==> src/rtl/regbus_arbiter_if.sv <==
// Register bus handshake bundle: request fields toward the slave side,
// one-cycle ready pulse with read data and error flag back.
interface regbus_arbiter_if #(
   parameter int unsigned ADDR_W = 32,
   parameter int unsigned DATA_W = 32
);
   logic              addr_valid;
   logic              reg_write;
   logic [ADDR_W-1:0] reg_addr;
   logic [DATA_W-1:0] reg_wdata;
   logic              reg_ready;
   logic [DATA_W-1:0] reg_rdata;
   logic              reg_err;

   modport master (
      output addr_valid, reg_write, reg_addr, reg_wdata,
      input  reg_ready, reg_rdata
   );

   modport slave (
      input  addr_valid, reg_write, reg_addr, reg_wdata,
      output reg_ready, reg_rdata, reg_err
   );
endinterface

==> src/rtl/regbus_arbiter.sv <==
// Two-master round-robin register bus arbiter; the grant is held until
// the slave answers or the access times out.
module regbus_arbiter #(
   parameter int unsigned       ADDR_W   = 32,
   parameter int unsigned       DATA_W   = 32,
   parameter int unsigned       TIMEOUT  = 64,
   parameter logic [DATA_W-1:0] ERR_DATA = 32'hDEAD_BEEF
) (
   input  logic             Clk,
   input  logic             Rst,
   regbus_arbiter_if.slave  m0,
   regbus_arbiter_if.slave  m1,
   regbus_arbiter_if.master s,
   output logic             grant,
   output logic [7:0]       timeout_cnt
);
   localparam logic [15:0] TMAX = 16'(TIMEOUT - 1);

   typedef enum logic [1:0] {IDLE, BUSY, RESP} state_e;

   state_e            state_q, state_d;
   logic              grant_q, grant_d;
   logic [15:0]       timer_q, timer_d;
   logic [7:0]        tcnt_q, tcnt_d;
   logic              sv_q, sv_d;
   logic              swr_q, swr_d;
   logic [ADDR_W-1:0] sa_q, sa_d;
   logic [DATA_W-1:0] swd_q, swd_d;
   logic              rdy0_q, rdy0_d, rdy1_q, rdy1_d;
   logic [DATA_W-1:0] rd0_q, rd0_d, rd1_q, rd1_d;
   logic              er0_q, er0_d, er1_q, er1_d;

   logic              pick;
   logic              fin;
   logic [DATA_W-1:0] rsp_data;
   logic              rsp_err;

   always_comb begin
      state_d  = state_q;
      grant_d  = grant_q;
      timer_d  = timer_q;
      tcnt_d   = tcnt_q;
      sv_d     = 1'b0;
      swr_d    = swr_q;
      sa_d     = sa_q;
      swd_d    = swd_q;
      rdy0_d   = 1'b0;
      rdy1_d   = 1'b0;
      rd0_d    = '0;
      rd1_d    = '0;
      er0_d    = 1'b0;
      er1_d    = 1'b0;
      fin      = 1'b0;
      rsp_data = '0;
      rsp_err  = 1'b0;
      // On a tie the requester not granted last wins
      pick = m0.addr_valid ? (m1.addr_valid & ~grant_q) : 1'b1;

      unique case (state_q)
         IDLE: begin
            if (m0.addr_valid || m1.addr_valid) begin
               state_d = BUSY;
               grant_d = pick;
               timer_d = '0;
               sv_d    = 1'b1;
               swr_d   = pick ? m1.reg_write : m0.reg_write;
               sa_d    = pick ? m1.reg_addr  : m0.reg_addr;
               swd_d   = pick ? m1.reg_wdata : m0.reg_wdata;
            end
         end
         BUSY: begin
            timer_d = timer_q + 16'd1;
            if (s.reg_ready) begin
               fin      = 1'b1;
               rsp_data = swr_q ? '0 : s.reg_rdata;
            end else if (timer_q == TMAX) begin
               fin      = 1'b1;
               rsp_data = ERR_DATA;
               rsp_err  = 1'b1;
               if (tcnt_q != 8'hFF) tcnt_d = tcnt_q + 8'd1;
            end else begin
               sv_d = 1'b1;
            end
            if (fin) state_d = RESP;
         end
         RESP: state_d = IDLE;
         default: state_d = IDLE;
      endcase

      if (fin) begin
         rdy0_d = ~grant_q;
         rdy1_d = grant_q;
         rd0_d  = grant_q ? '0 : rsp_data;
         rd1_d  = grant_q ? rsp_data : '0;
         er0_d  = ~grant_q & rsp_err;
         er1_d  = grant_q & rsp_err;
      end
   end

   always_ff @(posedge Clk) begin
      if (Rst) begin
         state_q <= IDLE;
         grant_q <= 1'b1;
         timer_q <= '0;
         tcnt_q  <= '0;
         sv_q    <= 1'b0;
         swr_q   <= 1'b0;
         sa_q    <= '0;
         swd_q   <= '0;
         rdy0_q  <= 1'b0;
         rdy1_q  <= 1'b0;
         rd0_q   <= '0;
         rd1_q   <= '0;
         er0_q   <= 1'b0;
         er1_q   <= 1'b0;
      end else begin
         state_q <= state_d;
         grant_q <= grant_d;
         timer_q <= timer_d;
         tcnt_q  <= tcnt_d;
         sv_q    <= sv_d;
         swr_q   <= swr_d;
         sa_q    <= sa_d;
         swd_q   <= swd_d;
         rdy0_q  <= rdy0_d;
         rdy1_q  <= rdy1_d;
         rd0_q   <= rd0_d;
         rd1_q   <= rd1_d;
         er0_q   <= er0_d;
         er1_q   <= er1_d;
      end
   end

   assign s.addr_valid  = sv_q;
   assign s.reg_write   = swr_q;
   assign s.reg_addr    = sa_q;
   assign s.reg_wdata   = swd_q;
   assign m0.reg_ready  = rdy0_q;
   assign m0.reg_rdata  = rd0_q;
   assign m0.reg_err    = er0_q;
   assign m1.reg_ready  = rdy1_q;
   assign m1.reg_rdata  = rd1_q;
   assign m1.reg_err    = er1_q;
   assign grant         = grant_q;
   assign timeout_cnt   = tcnt_q;
endmodule

==> src/flat_wrapper.sv <==
// flat-port wrapper written by rule: the top's interface ports become plain ports
module regbus_arbiter_flat 
#(
   parameter int unsigned       ADDR_W   = 32,
   parameter int unsigned       DATA_W   = 32,
   parameter int unsigned       TIMEOUT  = 64,
   parameter logic [DATA_W-1:0] ERR_DATA = 32'hDEAD_BEEF
)
  (Clk, Rst, grant, timeout_cnt, m0_addr_valid, m0_reg_write, m0_reg_addr, m0_reg_wdata, m0_reg_ready, m0_reg_rdata, m0_reg_err, m1_addr_valid, m1_reg_write, m1_reg_addr, m1_reg_wdata, m1_reg_ready, m1_reg_rdata, m1_reg_err, s_addr_valid, s_reg_write, s_reg_addr, s_reg_wdata, s_reg_ready, s_reg_rdata);
  regbus_arbiter_if #(.ADDR_W(ADDR_W), .DATA_W(DATA_W)) m0_i ();
  regbus_arbiter_if #(.ADDR_W(ADDR_W), .DATA_W(DATA_W)) m1_i ();
  regbus_arbiter_if #(.ADDR_W(ADDR_W), .DATA_W(DATA_W)) s_i ();
  input  logic Clk;
  input  logic Rst;
  output logic grant;
  output logic [7:0] timeout_cnt;
  input wire logic [$bits(m0_i.addr_valid)-1:0] m0_addr_valid;
  input wire logic [$bits(m0_i.reg_write)-1:0] m0_reg_write;
  input wire logic [$bits(m0_i.reg_addr)-1:0] m0_reg_addr;
  input wire logic [$bits(m0_i.reg_wdata)-1:0] m0_reg_wdata;
  output wire logic [$bits(m0_i.reg_ready)-1:0] m0_reg_ready;
  output wire logic [$bits(m0_i.reg_rdata)-1:0] m0_reg_rdata;
  output wire logic [$bits(m0_i.reg_err)-1:0] m0_reg_err;
  input wire logic [$bits(m1_i.addr_valid)-1:0] m1_addr_valid;
  input wire logic [$bits(m1_i.reg_write)-1:0] m1_reg_write;
  input wire logic [$bits(m1_i.reg_addr)-1:0] m1_reg_addr;
  input wire logic [$bits(m1_i.reg_wdata)-1:0] m1_reg_wdata;
  output wire logic [$bits(m1_i.reg_ready)-1:0] m1_reg_ready;
  output wire logic [$bits(m1_i.reg_rdata)-1:0] m1_reg_rdata;
  output wire logic [$bits(m1_i.reg_err)-1:0] m1_reg_err;
  output wire logic [$bits(s_i.addr_valid)-1:0] s_addr_valid;
  output wire logic [$bits(s_i.reg_write)-1:0] s_reg_write;
  output wire logic [$bits(s_i.reg_addr)-1:0] s_reg_addr;
  output wire logic [$bits(s_i.reg_wdata)-1:0] s_reg_wdata;
  input wire logic [$bits(s_i.reg_ready)-1:0] s_reg_ready;
  input wire logic [$bits(s_i.reg_rdata)-1:0] s_reg_rdata;
  assign m0_i.addr_valid = m0_addr_valid;
  assign m0_i.reg_write = m0_reg_write;
  assign m0_i.reg_addr = m0_reg_addr;
  assign m0_i.reg_wdata = m0_reg_wdata;
  assign m0_reg_ready = m0_i.reg_ready;
  assign m0_reg_rdata = m0_i.reg_rdata;
  assign m0_reg_err = m0_i.reg_err;
  assign m1_i.addr_valid = m1_addr_valid;
  assign m1_i.reg_write = m1_reg_write;
  assign m1_i.reg_addr = m1_reg_addr;
  assign m1_i.reg_wdata = m1_reg_wdata;
  assign m1_reg_ready = m1_i.reg_ready;
  assign m1_reg_rdata = m1_i.reg_rdata;
  assign m1_reg_err = m1_i.reg_err;
  assign s_addr_valid = s_i.addr_valid;
  assign s_reg_write = s_i.reg_write;
  assign s_reg_addr = s_i.reg_addr;
  assign s_reg_wdata = s_i.reg_wdata;
  assign s_i.reg_ready = s_reg_ready;
  assign s_i.reg_rdata = s_reg_rdata;
  regbus_arbiter #(.ADDR_W(ADDR_W), .DATA_W(DATA_W), .TIMEOUT(TIMEOUT), .ERR_DATA(ERR_DATA)) u_core (.Clk(Clk), .Rst(Rst), .m0(m0_i), .m1(m1_i), .s(s_i), .grant(grant), .timeout_cnt(timeout_cnt));
endmodule
==> config.mk <==
export PLATFORM = sky130hd
export DESIGN_NAME = regbus_arbiter_flat
export DESIGN_NICKNAME = d
export VERILOG_FILES = /design/src/rtl/regbus_arbiter_if.sv /design/src/rtl/regbus_arbiter.sv /design/src/flat_wrapper.sv
export SDC_FILE = /design/constraint.sdc
export NUM_CORES = 1
export LEC_CHECK = 0
export ABC_AREA = 1
export CAP_MARGIN = 30
export CORE_UTILIZATION = 44
export DETAILED_ROUTE_END_ITERATION = 16
export PLACE_DENSITY = 0.86
export SYNTH_ARGS = -nofsm -noshare
export SYNTH_HDL_FRONTEND = slang
export SYNTH_SLANG_ARGS = --single-unit
export TNS_END_PERCENT = 20
==> constraint.sdc <==
create_clock -name Clk -period 3.5 [get_ports Clk]
set_input_delay 0.7 -clock Clk [delete_from_list [all_inputs] [get_ports Clk]]
set_output_delay 0.7 -clock Clk [all_outputs]
set_load 0.01 [all_outputs]
==> out/qor.txt, run 1 <==
Setup slack, reg-to-reg: 1.37 ns
Static Leak: 3.93 nW
Die area: 0.0150 sq mm
Gr usage total: 27.1%
Total CTS buffers: 17
EDFF count, synth: 0
Initial core utilization: 45.6%
Cell with the most instances after synthesis: nor2_1
Area share of the leading cell type in the synthesized netlist: 50.5%
H-tree depth: 4
Worst Skew: 0.0105 ns
Fmax: 451 MHz
First drt pass iteration count: 5
IO Port Bufs: 309
Seq pwr share: 42.4%
Global placement routability congestion: 0.852
Combinational share of power: 17.4%
Final Hold Viols: 0
Clock latency on the worst-skew pair: 0.43 ns
CP bufs+invs: 1
Synthesized Nets: 1020
Yosys reg bits: 161
DR iter-0 viols: 446
Final setup vio count: 0
Share of post-route cells with drive strength above 1: 7.73%
CTS tree: built
RSZ-0062 raised after global routing: no
Fin crit period: 2.22 ns
I/O pins: 310
Post-synth design cell area: 0.00638 sq mm
Synth cell count leaders: nor2_1 (206), dfxtp_1 (161), nand2_1 (134), a21oi_1 (98), o21ai_0 (54)
Area growth, synth to finish: 58.7%
Initial antenna violation count: 0
Layout net count: 1308
Maxcap violations: 0
P_int: 3.43 mW
Switching power: 1.22 mW
Grt ovf: 0
Fin cells: 1333
Post-route DRC: 0
Hpwl dp: 14.7 mm
Cell taking the most area after synthesis: dfxtp_1
Post-CTS setup buffers: 0
Syn avg cell area: 7.50 sq um
Hold Path Class: flip-flop to flip-flop
Largest net degree at the start of global routing: 72
Yosys warning count: 0
CTS Hold Buffers Added: 0
Clock Pin Slew Worst Setup and Hold Paths: 0.06 ns
Final wirelength: 20.5 mm
Synth Instances: 851
Dpl cells: 1300
# rows: 43
Yosys cell types: 33
PwrDens: 459 mW/mm^2
FFs w/ async S/R, synth: 0%
Remaining antenna violation count: 0
CP top delay family: buffers and inverters
CP Class: flip-flop to primary output
CP Data Required Time: 2.80 ns
Post_cts resized: 0
Vias in the first global route: 6106
Sw frac: 26.2%
Worst-Margin Slew: 0.809 ns
Global-route wire length before repair: 30.9 mm
Die width: 122 microns
Routed len/inst: 15.4 microns
Vias per cell: 4.97
Synth Flop Type: dfxtp_1
Max-slew violations: 0
Chip height: 122 microns
Crit end category: primary output
Top cells by area, synth: dfxtp_1 (51%), nor2_1 (12%), nand2_1 (7.9%)
Core area: 0.0140 sq mm
Status: complete, no violations
Post-synthesis sequential area ratio: 50.5%
Slowest-stage cell, CP: clkdlybuf4s50_1
Clk buf depth: 2
Peak VDD IR: 353 uV
WP data arrival: 1.52 ns
CTS root buf: clkbuf_16
Final period util: 63.3%
Clock share of power: 40.2%
Via count: 6620
Worst Path Max Fanout: 3
Sink Count: 161
CP cell instances: clkdlybuf4s50_1
Setup total negative slack: 0 ns
CP max stage delay: 0.60 ns
Slew headroom: 46.1%
Crit path launch type: flip-flop
state kept, by name, summed over array words and instances, names as in the netlist, 2 cells and up:
signal	flops
u_core.s.reg_wdata	32
u_core.state_q	2
u_core.m1.reg_rdata	32
u_core.timeout_cnt	8
u_core.s.reg_addr	32
u_core.timer_q	16
u_core.m0.reg_rdata	32
placed cells by master, fill, tap and decap left out, types with 3 or more instances in the layout:
| cell | count |
|---|---|
| clkinv_1 | 3 |
| nand3_1 | 22 |
| clkinv_4 | 4 |
| o21bai_1 | 5 |
| o21ai_1 | 19 |
| dfxtp_1 | 161 |
| nor3_1 | 3 |
| a21oi_1 | 98 |
| inv_1 | 33 |
| clkdlybuf4s50_1 | 308 |
| nand2_1 | 133 |
| nor2_1 | 206 |
| buf_4 | 9 |
| clkbuf_16 | 17 |
| inv_6 | 3 |
| o21ai_0 | 54 |
| nand4_1 | 4 |
| nor2_2 | 35 |
cells by family after synthesis:
kind of cell | synth area share (%)
AO/OA/AOI/OAI | 15.2
adder cells (fa/ha/maj) | 0.392
flip-flops | 50.5
AND/OR/NAND/NOR | 27.2
buffers and inverters | 6.41
XOR/XNOR | 0.275
per-layer routing:
layer / global-route usage, % / share of wire, % / vias up
met3: 10.0 / 9.9 / 37
met4: 12.3 / 3.0 / 0
met2: 46.9 / 49 / 282
met5: 0 / 0 / -
li1: - / - / 3308
met1: 29.2 / 38 / 2993
stage by stage:
step / cell area, sq um / utilization [%] / hold WS [ns] / total power, mW / setup WS [ns]
2_1_floorplan: 6380 / - / 0.454 / 2.37 / 1.82
3_3_place_gp: 9530 / 68.1 / 0.441 / 2.80 / 0.952
3_5_place_dp: 9530 / 68.1 / 0.454 / 2.82 / 0.912
4_1_cts: 10100 / 72.4 / 0.464 / 4.67 / 1.24
5_1_grt: 10100 / 72.4 / 0.480 / 4.83 / 1.19
6_report: 10100 / 72.4 / 0.463 / 4.65 / 1.28
cell type report:
cell class                 count  area, sq um
multi-input combinational    602         2760
inverter                      38          143
clock inverter                13          153
antenna                        1         2.50
clock buffer                  19          443
tap                          180          225
fill                        1101         3860
sequential                   161         3220
timing repair buffer         319         3180
power groups by stage:
stage / Clock [mW] / Combinational, mW / Sequential [mW]
global route: 1.97 / 0.875 / 1.98
CTS: 1.89 / 0.810 / 1.97
detailed placement: 0 / 0.802 / 2.01
floorplan: 0 / 0.315 / 2.05
global placement: 0 / 0.794 / 2.01
finish: 1.87 / 0.809 / 1.97
final timing paths:
path / from / endpoint / cells past startpoint
setup reg to reg: u_core.state_q[1] / u_core.m1.reg_err / 6
hold / removal: u_core.s.reg_wdata[31] / u_core.s.reg_wdata[31] / 2
setup / recovery: u_core.grant / grant / 1
hold reg to reg: u_core.s.reg_wdata[31] / u_core.s.reg_wdata[31] / 2
No activity file was read; power rests on OpenSTA's default activity.
==> run 2: changes to the inputs <==
- CORE_UTILIZATION: 44 -> 41
- PLACE_DENSITY: 0.86 -> 0.81
- clock period: 3.5 -> 2.2 ns (I/O delays scaled with it)
==> run 2 against run 1 <==
Clock-buffer cell count decreased by 2. Wire length decreased by 1.9%. Power increased by 63%. Non-clock buffer count increased by 8. Largest cell class is now non-clock buffers. Register-to-register slack got worse by 1.0 ns. Combinational power increased by 64%. Largest power group unchanged. Clock power increased by 66%. Sequential share of layout area decreased by 0.60 points.
==> out/qor.txt, run 2 (same netlist as run 1, synthesis figures left out) <==
Final wirelength: 20.2 mm (-1.9%)
Gr usage total: 24.7% (-2.4 points)
Fillers: 1258 (+14%)
Crit end category: primary output
Largest net degree at the start of global routing: 72 (unchanged)
Area of placed instances: 0.00970 sq mm (+1.8%)
Total CTS buffers: 17 (unchanged)
Layout net count: 1316 (+0.61%)
CP Data Required Time: 1.76 ns (-1.04 ns)
Storage cell area: 0.00322 sq mm (unchanged)
PwrDens: 733 mW/mm^2 (+60%)
CTS Hold Buffers Added: 0 (unchanged)
Final setup vio count: 0 (unchanged)
CP max stage delay: 0.62 ns (+0.02 ns)
Clock Pin Slew Worst Setup and Hold Paths: 0.06 ns (about the same)
Worst-Margin Slew: 0.788 ns (-0.0205 ns)
Sw frac: 26.0% (-0.22 points)
Routed len/inst: 14.9 microns (-3.1%)
Slew headroom: 47.5% (+1.4 points)
CP cell instances: clkdlybuf4s50_1
CP bufs+invs: 1 (unchanged)
Fin cells: 1350 (+1.3%)
Seq pwr share: 41.5% (-0.9 points)
Static Leak: 4.03 nW (+2.4%)
Clock share of power: 40.9% (+0.7 points)
Fin crit period: 1.92 ns
Fmax: 520 MHz
Initial antenna violation count: 2 (+2)
Grt ovf: 0 (unchanged)
DR iter-0 viols: 297 (-33%)
Area growth, synth to finish: 61.8%
Post-Route Utilization: 67.9% (-4.5 points)
Pwr Total: 7.57 mW (+63%)
Dpl cells: 1316 (+1.2%)
Chip height: 127 microns (+3.5%)
CTS tree: built
Maxcap violations: 0 (unchanged)
Remaining antenna violation count: 0 (unchanged)
CP Class: flip-flop to primary output
Final Hold Viols: 0 (unchanged)
Core area: 0.0152 sq mm (+8.7%)
Status: complete, no violations
Hold Path Class: flip-flop to flip-flop
Most frequent cells in the layout: clkdlybuf4s50_1 (308), nor2_1 (206), dfxtp_1 (161), nand2_1 (133), a21oi_1 (98)
Post-route DRC: 0 (unchanged)
Final period util: 87.4%
Area of the multi-input gates: 0.00276 sq mm (unchanged)
WP data arrival: 1.48 ns (-0.04 ns)
Hold slack: 0.461 ns (-0.00231 ns)
Worst Path Max Fanout: 3 (unchanged)
Combinational share of power: 17.6% (+0.2 points)
Setup total negative slack: 0 ns (unchanged)
Vias in the first global route: 5997 (-1.8%)
RSZ-0062 raised after global routing: no
Max-slew violations: 0 (unchanged)
Final setup margin: 0.278 ns (-1.01 ns)
IO Port Bufs: 309 (unchanged)
# rows: 45 (+4.7%)
Post-place setup slack: 0.196 ns (-0.716 ns)
Die area: 0.0161 sq mm (+7.2%)
Final instance area: 0.0103 sq mm (+1.9%)
Global-route wire length before repair: 30.5 mm (-1.2%)
CP top delay family: buffers and inverters
First drt pass iteration count: 5 (unchanged)
Share of post-route cells with drive strength above 1: 8.45% (+0.72 points)
CTS root buf: clkbuf_16
Most common cell after layout, fill and taps aside: clkdlybuf4s50_1
Worst Skew: 0.0134 ns (+0.00288 ns)
Peak VDD IR: 520 uV (+47%)
Clock latency on the worst-skew pair: 0.43 ns (about the same)
Die width: 127 microns (+3.5%)
Clk buf depth: 2 (unchanged)
Initial core utilization: 42.0% (-3.6 points)
Global placement routability congestion: 0.842 (-1.2%)
Sink Count: 161 (unchanged)
Vias per cell: 4.89 (-1.5%)
Crit path launch type: flip-flop
Slowest-stage cell, CP: clkdlybuf4s50_1
H-tree depth: 4 (unchanged)
Via count: 6601 (-0.29%)
Switching power: 1.97 mW (+61%)
Post-CTS setup buffers: 0 (unchanged)
Post_cts resized: 0 (unchanged)
I/O pins: 310 (unchanged)
P_int: 5.60 mW (+63%)
Hpwl dp: 14.8 mm (+0.18%)
## run 2: cell types whose count changed in the layout (fill, tap and decap cells not counted), sizes merged
| cell | change |
|---|---|
| buf | +8 |
| bufinv | +1 |
| clkbuf | -2 |
| clkinv | -3 |
| clkinvlp | -1 |
| diode | +1 |
| inv | +5 |
## run 2: final timing paths
| check | startpoint | endpoint | slack, ns | cells after the start |
|---|---|---|---|---|
| worst min register to register | u_core.s.reg_addr[12] | u_core.s.reg_addr[12] | 0.46 | 2 |
| worst max-delay path | u_core.grant | grant | 0.28 | 1 |
| worst max register to register | u_core.timer_q[0] | u_core.m0.reg_rdata[9] | 0.36 | 8 |
| worst min-delay path | u_core.s.reg_addr[12] | u_core.s.reg_addr[12] | 0.46 | 2 |
## run 2: power groups by stage
stage          logic (mW)  registers [mW]  clock network, mW
2_1_floorplan       0.501            3.26                  0
3_3_place_gp         1.32            3.20                  0
3_5_place_dp         1.33            3.20                  0
4_1_cts              1.34            3.14               3.15
5_1_grt              1.45            3.15               3.26
6_report             1.33            3.14               3.10
## run 2: layout make-up
| cell class | instances | area share (%) |
|---|---|---|
| Antenna cell | 2 | 0.0485 |
| Tap cell | 188 | 2.28 |
| Clock inverter | 15 | 1.85 |
| Inverter | 38 | 1.38 |
| Clock buffer | 17 | 4.12 |
| Timing Repair Buffer | 327 | 32.3 |
| Sequential cell | 161 | 31.2 |
| Multi-Input combinational cell | 602 | 26.8 |
## run 2: worst min-delay path: stages (launching register included)
cell     delay (ns)
dfxtp_1        0.31
nand2_1        0.06
a21oi_1        0.05
## run 2: routing by layer
metal / track usage [%] / vias to the layer above / part of all wire (%)
li1: - / 3334 / -
met1: 27.2 / 2917 / 39
met2: 41.0 / 287 / 47
met3: 7.84 / 63 / 8.2
met4: 16.5 / 0 / 5.4
met5: 0 / - / 0
==> run 3: changes to the inputs <==
- CORE_AREA: unset -> 2 2 120 122
- CORE_UTILIZATION: 41 -> unset
- DIE_AREA: unset -> 0 0 122 124
- DONT_BUFFER_PORTS: unset -> 1
- PLACE_DENSITY: 0.81 -> unset
==> run 3 against run 2 <==
Sequential cell count is the same. Worst hold slack worse by 0.39 ns. Final area is 31% lower.
==> out/qor.txt, run 3 (same netlist as run 1, synthesis figures left out) <==
Status: complete, no violations
CTS Hold Buffers Added: 0 (unchanged)
Most common cell after layout, fill and taps aside: nor2_1
Chip height: 124 microns (-2.2%)
Number of diodes: 0 (-2)
Maxcap violations: 0 (unchanged)
Sink Count: 161 (unchanged)
# rows: 43 (-4.4%)
CP Data Required Time: 2.50 ns (+0.74 ns)
CP bufs+invs: 3 (+2)
Grt ovf: 0 (unchanged)
Final period util: 82.8% (-4.6 points)
Clock latency on the worst-skew pair: 0.43 ns (about the same)
RR Startpoint: u_core.grant
Worst Path Max Fanout: 66 (+63)
Final setup vio count: 0 (unchanged)
Share of post-route cells with drive strength above 1: 10.7% (+2.2 points)
Core area: 0.0137 sq mm (-9.8%)
Post-Route Utilization: 51.7% (-16 points)
CP cell instances: inv_2, a21oi_4, clkinv_1, buf_4, o21ai_0, a21oi_1
Vias per cell: 5.37 (+9.8%)
Final instance area: 0.00709 sq mm (-31%)
Worst-Margin Slew: 0.600 ns (-0.188 ns)
Fmax: 549 MHz (+5.5%)
Post_cts resized: 0 (unchanged)
RSZ-0062 raised after global routing: no
CP Class: flip-flop to flip-flop
Grt met2 use: 38.0% (-3.1 points)
Pwr Total: 6.83 mW (-9.7%)
Largest net degree at the start of global routing: 73 (+1.4%)
H-tree depth: 4 (unchanged)
Remaining antenna violation count: 0 (unchanged)
DR iter-0 viols: 267 (-10%)
Clock Pin Slew Worst Setup and Hold Paths: 0.08 ns (+0.02 ns)
Peak VDD IR: 460 uV (-12%)
Clk buf depth: 2 (unchanged)
PwrDens: 963 mW/mm^2 (+31%)
CTS root buf: clkbuf_16
Final wirelength: 17.5 mm (-13%)
IO Port Bufs: 0 (-100%)
Global placement routability congestion: 0.882 (+4.7%)
Vias in the first global route: 5118 (-15%)
Slowest-stage cell, CP: dfxtp_1
Met3 usage: 6.23% (-1.6 points)
Final Hold Viols: 0 (unchanged)
Die area: 0.0151 sq mm (-5.8%)
CP top delay family: compound AO/OA/AOI/OAI gates
Global-route wire length before repair: 26.0 mm (-15%)
Area growth, synth to finish: 11.2%
Hpwl dp: 12.6 mm (-15%)
Routed len/inst: 17.1 microns (+14%)
Fin cells: 1025 (-24%)
Crit end category: flip-flop
Post-CTS setup buffers: 0 (unchanged)
Total CTS buffers: 17 (unchanged)
Static Leak: 2.81 nW (-30%)
I/O pins: 310 (unchanged)
Setup total negative slack: 0 ns (unchanged)
Hold Path Sink: u_core.s.reg_addr[30]
Dpl cells: 993 (-25%)
Gr usage total: 22.1% (-2.6 points)
Via count: 5502 (-17%)
Hold Startpoint: Rst
Hold Path Class: input pin to flip-flop
Max-slew violations: 0 (unchanged)
Most frequent cells in the layout: nor2_1 (206), dfxtp_1 (161), nand2_1 (133), a21oi_1 (98), o21ai_0 (54)
Die width: 122 microns (-3.7%)
Initial antenna violation count: 0 (-2)
Area of placed instances: 0.00648 sq mm (-33%)
Layout net count: 1001 (-24%)
Top Usage Layer GRT: met2
Met1 Usage GRT: 25.3% (-1.9 points)
First drt pass iteration count: 7 (+2)
Worst Hold Depth: 1 (-1)
Worst Skew: 0.0126 ns (-0.000782 ns)
CTS tree: built
Slew headroom: 59.8% (+12 points)
Reg2reg end: u_core.s.reg_addr[9]
CP max stage delay: 0.48 ns (-0.14 ns)
Reg2Reg Depth: 6 (-2)
Fin crit period: 1.82 ns (-0.101 ns)
Post-route DRC: 0 (unchanged)
WP data arrival: 2.12 ns (+0.64 ns)
Setup slack, reg-to-reg: 0.38 ns (+0.02 ns)
Initial core utilization: 46.5% (+4.5 points)
Crit path launch type: flip-flop
==> run 3: layout make-up <==
cell class	instances	area (sq um)
sequential	161	3220
clock inverter	15	188
inverter	38	143
tap	180	225
clock buffer	17	425
timing repair buffer	12	128
fill	1340	6630
multi-input combinational	602	2760
==> run 3: stage by stage <==
step	hold WS, ns	setup slack (ns)
3_3_place_gp	0.479	0.424
2_1_floorplan	0.454	0.744
6_report	0.0718	0.378
4_1_cts	0.0549	0.403
3_5_place_dp	0.484	0.412
5_1_grt	0.0478	0.273
==> run 3: routing by layer <==
metal / vias up / part of all wire, %
li1: 2701 / -
met3: 38 / 7.9
met5: - / 0
met4: 0 / 3.0
met2: 264 / 51
met1: 2499 / 38
==> run 3: report_power, final <==
part	internal [mW]	switching, mW
Sequential	3.06	0.186
Combinational	0.209	0.399
Clock	1.55	1.43
==> run 3: worst register-to-register path, delay by kind of cell (launching register included) <==
| kind | cells | cell delay [ns] |
|---|---|---|
| buffers and inverters | 3 | 0.49 |
| DFF | 1 | 0.48 |
| AOI/OAI and AO/OA | 3 | 0.73 |
==> run 3: worst max path at each step <==
stage                            from                       to  depth (start not counted)
floorplan           u_core.timer_q[0]  u_core.m1.reg_rdata[22]                          8
global placement         u_core.grant     u_core.s.reg_addr[9]                          6
detailed placement       u_core.grant     u_core.s.reg_addr[9]                          6
CTS                      u_core.grant     u_core.s.reg_addr[9]                          6
global route             u_core.grant     u_core.s.reg_addr[9]                          6
finish                   u_core.grant     u_core.s.reg_addr[9]                          6
